--- src/rtl/regfile_dump_controller.sv ---
// rtl/regfile_dump_controller.sv - register file dump/clear sequencer for core debug and bring-up
//
// Walks the register file through read port 1 and streams each value out over a
// valid/ready handshake (dump), or writes zero to R0..min(LAST_REG,14) through the
// write port (clear). The core is stalled for the whole command.
//
// Ports:
//   clk, rst_n        clock shared with the register file, async active-low reset
//   start, clear_mode command strobe and mode (0 = dump, 1 = clear), sampled in IDLE
//   busy, cpu_stall   high whenever a command is in progress
//   done              one-cycle pulse at the end of a command
//   rf_we/a3/wd       register file write port
//   rf_a1, rf_rd1     register file read port 1 (combinational read)
//   dump_valid/ready  stream handshake
//   dump_index/data   register index and captured value of the current beat
module regfile_dump_controller #(
  parameter int LAST_REG = 14
) (
  input  logic        clk,
  input  logic        rst_n,
  input  logic        start,
  input  logic        clear_mode,
  output logic        busy,
  output logic        cpu_stall,
  output logic        done,
  output logic        rf_we,
  output logic [3:0]  rf_a1,
  output logic [3:0]  rf_a3,
  output logic [31:0] rf_wd,
  input  logic [31:0] rf_rd1,
  output logic        dump_valid,
  input  logic        dump_ready,
  output logic [3:0]  dump_index,
  output logic [31:0] dump_data
);

  localparam logic [2:0] S_IDLE  = 3'd0;
  localparam logic [2:0] S_CLEAR = 3'd1;
  localparam logic [2:0] S_READ  = 3'd2;
  localparam logic [2:0] S_OUT   = 3'd3;
  localparam logic [2:0] S_DONE  = 3'd4;

  // R15 reads as PC+8 and cannot be written, so clear stops at R14 at most.
  localparam int         CLR_LAST_I = (LAST_REG > 14) ? 14 : LAST_REG;
  localparam logic [3:0] CLR_LAST   = 4'(CLR_LAST_I);
  localparam logic [3:0] DUMP_LAST  = 4'(LAST_REG);

  logic [2:0]  state_q, state_d;
  logic [3:0]  idx_q, idx_d;
  logic [31:0] dump_data_q, dump_data_d;
  logic [3:0]  dump_index_q, dump_index_d;

  always_comb begin
    state_d      = state_q;
    idx_d        = idx_q;
    dump_data_d  = dump_data_q;
    dump_index_d = dump_index_q;
    case (state_q)
      S_IDLE: begin
        if (start) begin
          idx_d   = 4'd0;
          state_d = clear_mode ? S_CLEAR : S_READ;
        end
      end
      S_CLEAR: begin
        // Terminal compare before the increment keeps idx from ever wrapping.
        if (idx_q == CLR_LAST) begin
          state_d = S_DONE;
        end else begin
          idx_d = idx_q + 4'd1;
        end
      end
      S_READ: begin
        dump_data_d  = rf_rd1;
        dump_index_d = idx_q;
        state_d      = S_OUT;
      end
      S_OUT: begin
        if (dump_ready) begin
          if (idx_q == DUMP_LAST) begin
            state_d = S_DONE;
          end else begin
            idx_d   = idx_q + 4'd1;
            state_d = S_READ;
          end
        end
      end
      S_DONE: begin
        state_d = S_IDLE;
        idx_d   = 4'd0;
      end
      default: begin
        state_d = S_IDLE;
        idx_d   = 4'd0;
      end
    endcase
  end

  always_ff @(posedge clk or negedge rst_n) begin
    if (!rst_n) begin
      state_q      <= S_IDLE;
      idx_q        <= 4'd0;
      dump_data_q  <= 32'd0;
      dump_index_q <= 4'd0;
    end else begin
      state_q      <= state_d;
      idx_q        <= idx_d;
      dump_data_q  <= dump_data_d;
      dump_index_q <= dump_index_d;
    end
  end

  // All outputs decode registered state only; an async reset forces IDLE and so
  // drops rf_we immediately.
  assign busy       = (state_q != S_IDLE);
  assign cpu_stall  = busy;
  assign done       = (state_q == S_DONE);
  assign rf_we      = (state_q == S_CLEAR);
  assign rf_a3      = rf_we ? idx_q : 4'd0;
  assign rf_wd      = 32'd0;
  assign rf_a1      = ((state_q == S_READ) || (state_q == S_OUT)) ? idx_q : 4'd0;
  assign dump_valid = (state_q == S_OUT);
  assign dump_index = dump_index_q;
  assign dump_data  = dump_data_q;

endmodule

--- config.mk ---
export PLATFORM = sky130hd
export DESIGN_NAME = regfile_dump_controller
export DESIGN_NICKNAME = d
export VERILOG_FILES = /design/src/rtl/regfile_dump_controller.sv
export SDC_FILE = /design/constraint.sdc
export NUM_CORES = 1
export LEC_CHECK = 0
export BUFFER_PORTS_ARGS = -buffer_cell sky130_fd_sc_hd__buf_4
export CELL_PAD_IN_SITES_DETAIL_PLACEMENT = 0
export CELL_PAD_IN_SITES_GLOBAL_PLACEMENT = 1
export CORE_ASPECT_RATIO = 0.75
export CORE_MARGIN = 10
export CORE_UTILIZATION = 31
export DETAILED_ROUTE_END_ITERATION = 6
export HOLD_SLACK_MARGIN = 0.08
export PLACE_DENSITY = 0.75
export SYNTH_ARGS = -nofsm -noshare
export SYNTH_HDL_FRONTEND = slang
export SYNTH_SLANG_ARGS = --single-unit
--- constraint.sdc ---
create_clock -name clk -period 1.4 [get_ports clk]
set_input_delay 0.14 -clock clk [delete_from_list [all_inputs] [get_ports clk]]
set_output_delay 0.14 -clock clk [all_outputs]
set_load 0.01 [all_outputs]
# Yosys cells after proc, flatten, opt, wreduce, memory -nomap -nowiden
# Cells that the tools add are included.
[classes]
addsub = 1
multipliers = 0
div_mod_pow = 0
order_cmp = 0
eq_ne = 8
shift = 0
mux = 12
bitwise_logic = 1
reduce_logical = 5
[ops]
columns = ["op", "n"]
rows = [
  ["$mux W4", 5],
  ["$pmux W4 S4", 1],
  ["$mux W3", 4],
  ["$pmux W3 S4", 1],
  ["$eq A3 B2 Y1 const B", 2],
  ["$reduce_and A3 Y1", 2],
  ["$add A4 B1 Y4 const B", 1],
  ["$eq A4 B4 Y1 const B", 1],
  ["$ne A2 B1 Y1 const B", 2],
  ["$eq A3 B1 Y1 const B", 1],
  ["$eq A3 B3 Y1 const B", 1],
  ["$logic_not A3 Y1", 1],
  ["$reduce_bool A3 Y1", 1],
  ["$mux W2", 1],
  ["$ne A2 B2 Y1 const B", 1],
  ["$logic_or A1 B1 Y1", 1],
  ["$not A1 Y1", 1],
]
[word_totals]
ff_bits = 43
latch_bits = 0
ramBits = 0
mem_bits_ro = 0
in_bits = 37
word_cells = 31
mem_count = 0

# Longest topological paths before layout
[logic_depth]
ltp_word = 4
ltp_mapped = 5

# Worst setup path before layout
# Ideal clock, no wire load.
[synth_timing]
kind = "flip-flop to flip-flop"
start = "register state_q[2]"
end = "register dump_data_q[10], in the netlist dump_data[10]"
arrival_time_ns = 1.320
t_required_ns = 1.275
path_slack_ns = -0.046
stages_incl_launch_ff = 6
n_path_buf = 2
period_less_slack_ns = 1.446
cell_sequence = "dfrtp_1 -> nor2b_2 -> nor2b_4 -> buf_12 -> buf_12 -> mux2_4"
[synth_between]
elab_chain_len = 1
[synth_rtl]
columns = ["item", "line", "text"]
rows = [
  ["start: declaration", "48", "logic [2:0] state_q, state_d;"],
  ["start signal: assignment", "106", "state_q <= state_d;"],
  ["$eq A3 B2 Y1", "58", "case (state_q)"],
  ["end signal: assignment", "108", "dump_data_q <= dump_data_d;"],
  ["end: declaration", "50", "logic [31:0] dump_data_q, dump_data_d;"],
]
# No other way between the ends.
# A chain may end at the register's enable or synchronous reset.

# Final worst setup path
[layout_timing]
start = "register state_q[2]"
end = "register dump_data_q[9], in the netlist dump_data[9]"
# The elaborated chain is that of the path after synthesis.

==> results.toml <==
[detailed_routing]
drc_errors = 0
drt_pass1_iterations = 4
first_iter_violations = 59
vias = 1654
drtAntennaViolNets = 0
vias_per_cell = 4.064
wirelength_um = 6472
wire_per_inst_um = 15.90

[grt]
antenna_found_initial = 0
grt_usage_pct = 10.89
grt_pass1_vias = 1795
gr-total-overflow = 0
grt_pass1_wl_um = 9998
grt_max_degree = 44

[floorplan]
dieHeight_um = 94.19
ios = 118
die_area_sq_um = 11200
start_util_pct = 32.67
die_w_um = 118.9
fp-row-count = 26
core_area_sq_um = 6962

[clock_tree]
htreeDepth = 2
clock_sinks = 43
clk_latency_ps = 290
cts_buffers = 5
root_buffer = "clkbuf_8"
clk_pin_slew_ps = 80
cts_tree = "built"
clockBufferDepth = 2

[sta]
drv_slew = 0
rsz0062_at_grt = "yes"
whs_ps = 95.84
hold_viol_final = 0
max_freq_mhz = 633.6
worst_slew_pin_slew_ps = 545.2
period_minus_slack_ps = 1578
slew_headroom_pct = 63.66
fin_crit_sh_pct = 112.7
clock_skew_ps = 8.722
setup_viol = 49
layout_setup_ws_ps = -178.2
fin_tns_setup_ps = -5740

[synth]
synth_area_leaders = "dfrtp_1, mux2_4, buf_4"
synth_top_family_by_area = "multiplexers"
synth_compound_area_share_pct = 4.235
avgSynthCellArea_sq_um = 13.38
synthesis.area_sq_um = 2275
synthCells = 170
synth.top_cell.area_share_pct = 47.30
yosysTopAreaCell = "dfrtp_1"
synth_xor_area_share_pct = 0
ys_ff_latch = 43
synth_warnings = 0
synth_fa_ha_area_share_pct = 1.100
yosysSeqAreaShare_pct = 47.30
ys_types = 33
yosys.area_share.simple_pct = 8.636
synth.area.mux_share_pct = 22.77

[hold_path]
min_path_type = "in2reg"

[power]
ir_worst_vdd_mv = 1.170
power.leakage_nw = 1.789
powerDensity_nw_per_um2 = 2165

[finish]
area_growth_pct = 56.82
diodes = 0
nFillCells = 622
final_cell_mix = "buf_4, dfrtp_1, conb_1, dlygate4sd3_1, mux2_4"
drive_gt1_share_pct = 53.40
final_common_cell = "buf_4"
nets = 347

[outcome]
violations = "setup timing"
outcome = "finished, violations left"

[worst_setup_path]
critPathLaunchType = "register"
cp.arrival_ps = 1760
critPathMaxFanout = 5
cp.required_ps = 1580
worst_setup_path_end_kind = "register"
path_class = "reg2reg"

[placed_design]
numPortBuffers = 85
place_congestion = 0.7935
dp.final_hpwl_um = 4347
place_ws_ps = 29.64

[run]
maxCapViolCount = 0
==> Yosys cell counts, drive strengths merged <==
library cell	n
dfrtp	43
o21bai	1
and3	3
clkbuf	1
buf	39
o211ai	2
o21ai	4
ha	2
nand3	4
a211oi	2
nor3b	1
a31oi	4
nor2	1
nand4b	1
conb	1
nand2b	2
nand2	1
mux2	36
nand4	1
inv	4
nor2b	3
a2bb2oi	1
a21oi	1
and2b	2
and2	9
or3	1
==> metrics by stage <==
stage	cells	area, sq um	power, mW	utilization, %
after floorplan	201	2391	4.852	-
after global placement	357	2918	6.226	41.91
after detailed placement	357	2918	6.269	41.91
after CTS	403	3445	7.407	49.48
after global routing	407	3567	8.256	51.24
final	407	3567	7.724	51.24
==> where the power goes <==
part	internal (mW)	switching, mW
clock network	0.349	0.408
logic	2.90	1.80
registers	1.87	0.403
total	5.12	2.61
==> worst max-delay path, stage by stage (launching register included) <==
cell and delay (ps):
dfrtp_1 390, buf_4 140, nor2b_4 110, nor2b_4 230, buf_6 150, clkbuf_16 150
mux2_4 300
==> routing by layer <==
metal | track usage [%] | part of all wire [%]
met1 | 13.77 | 46
met2 | 17.56 | 47
met5 | 0 | 0
met4 | 1.521 | 0.12
met3 | 4.324 | 6.4
==> flip-flops by register name, indices dropped and copies added (netlist names) <==
register,cells
dump_index,4
idx_q,4
state_q,3
dump_data,32
==> cells by family after synthesis <==
family | after synthesis
flops | 43
simple gates | 29
fa+ha+maj | 2
other cells | 1
mux | 36
compound gates | 15
buf+inv | 44
==> path summary, 6_finish.rpt <==
kind,start,end,slack (ps),cells past startpoint
max in group asynchronous,rst_n,state_q[0]$_DFFE_PN0P_,620,2
worst max register to register,state_q[2]$_DFFE_PN0P_,dump_data[9]$_DFFE_PN0N_,-180,6
worst min register to register,dump_data[4]$_DFFE_PN0N_,dump_data[4]$_DFFE_PN0N_,510,1
worst min-delay path,rf_rd1[0],dump_data[0]$_DFFE_PN0N_,100,2
worst max-delay path,state_q[2]$_DFFE_PN0P_,dump_data[9]$_DFFE_PN0N_,-180,6
min in group asynchronous,rst_n,dump_data[21]$_DFFE_PN0N_,390,2
==> final cells by class <==
cell class | instances | area (sq um) | area share [%]
repair buffers | 140 | 1254 | 35.15
clock inverters | 2 | 12.51 | 0.3508
well taps | 98 | 122.6 | 3.437
clock buffers | 6 | 72.57 | 2.034
inverters | 4 | 15.01 | 0.4209
multi-input cells | 114 | 1013 | 28.41
flip-flops and latches | 43 | 1077 | 30.20
==> timing repair <==
action	4_1_cts	5_1_grt
endpoints found under the hold margin	74	0
cloned	0	3
setup buffers	6	2
resized for setup	24	11
pin swaps	3	2
hold buffers	32	0
setup endpoints to repair	13	53
No activity file was read; power rests on OpenSTA's default activity.
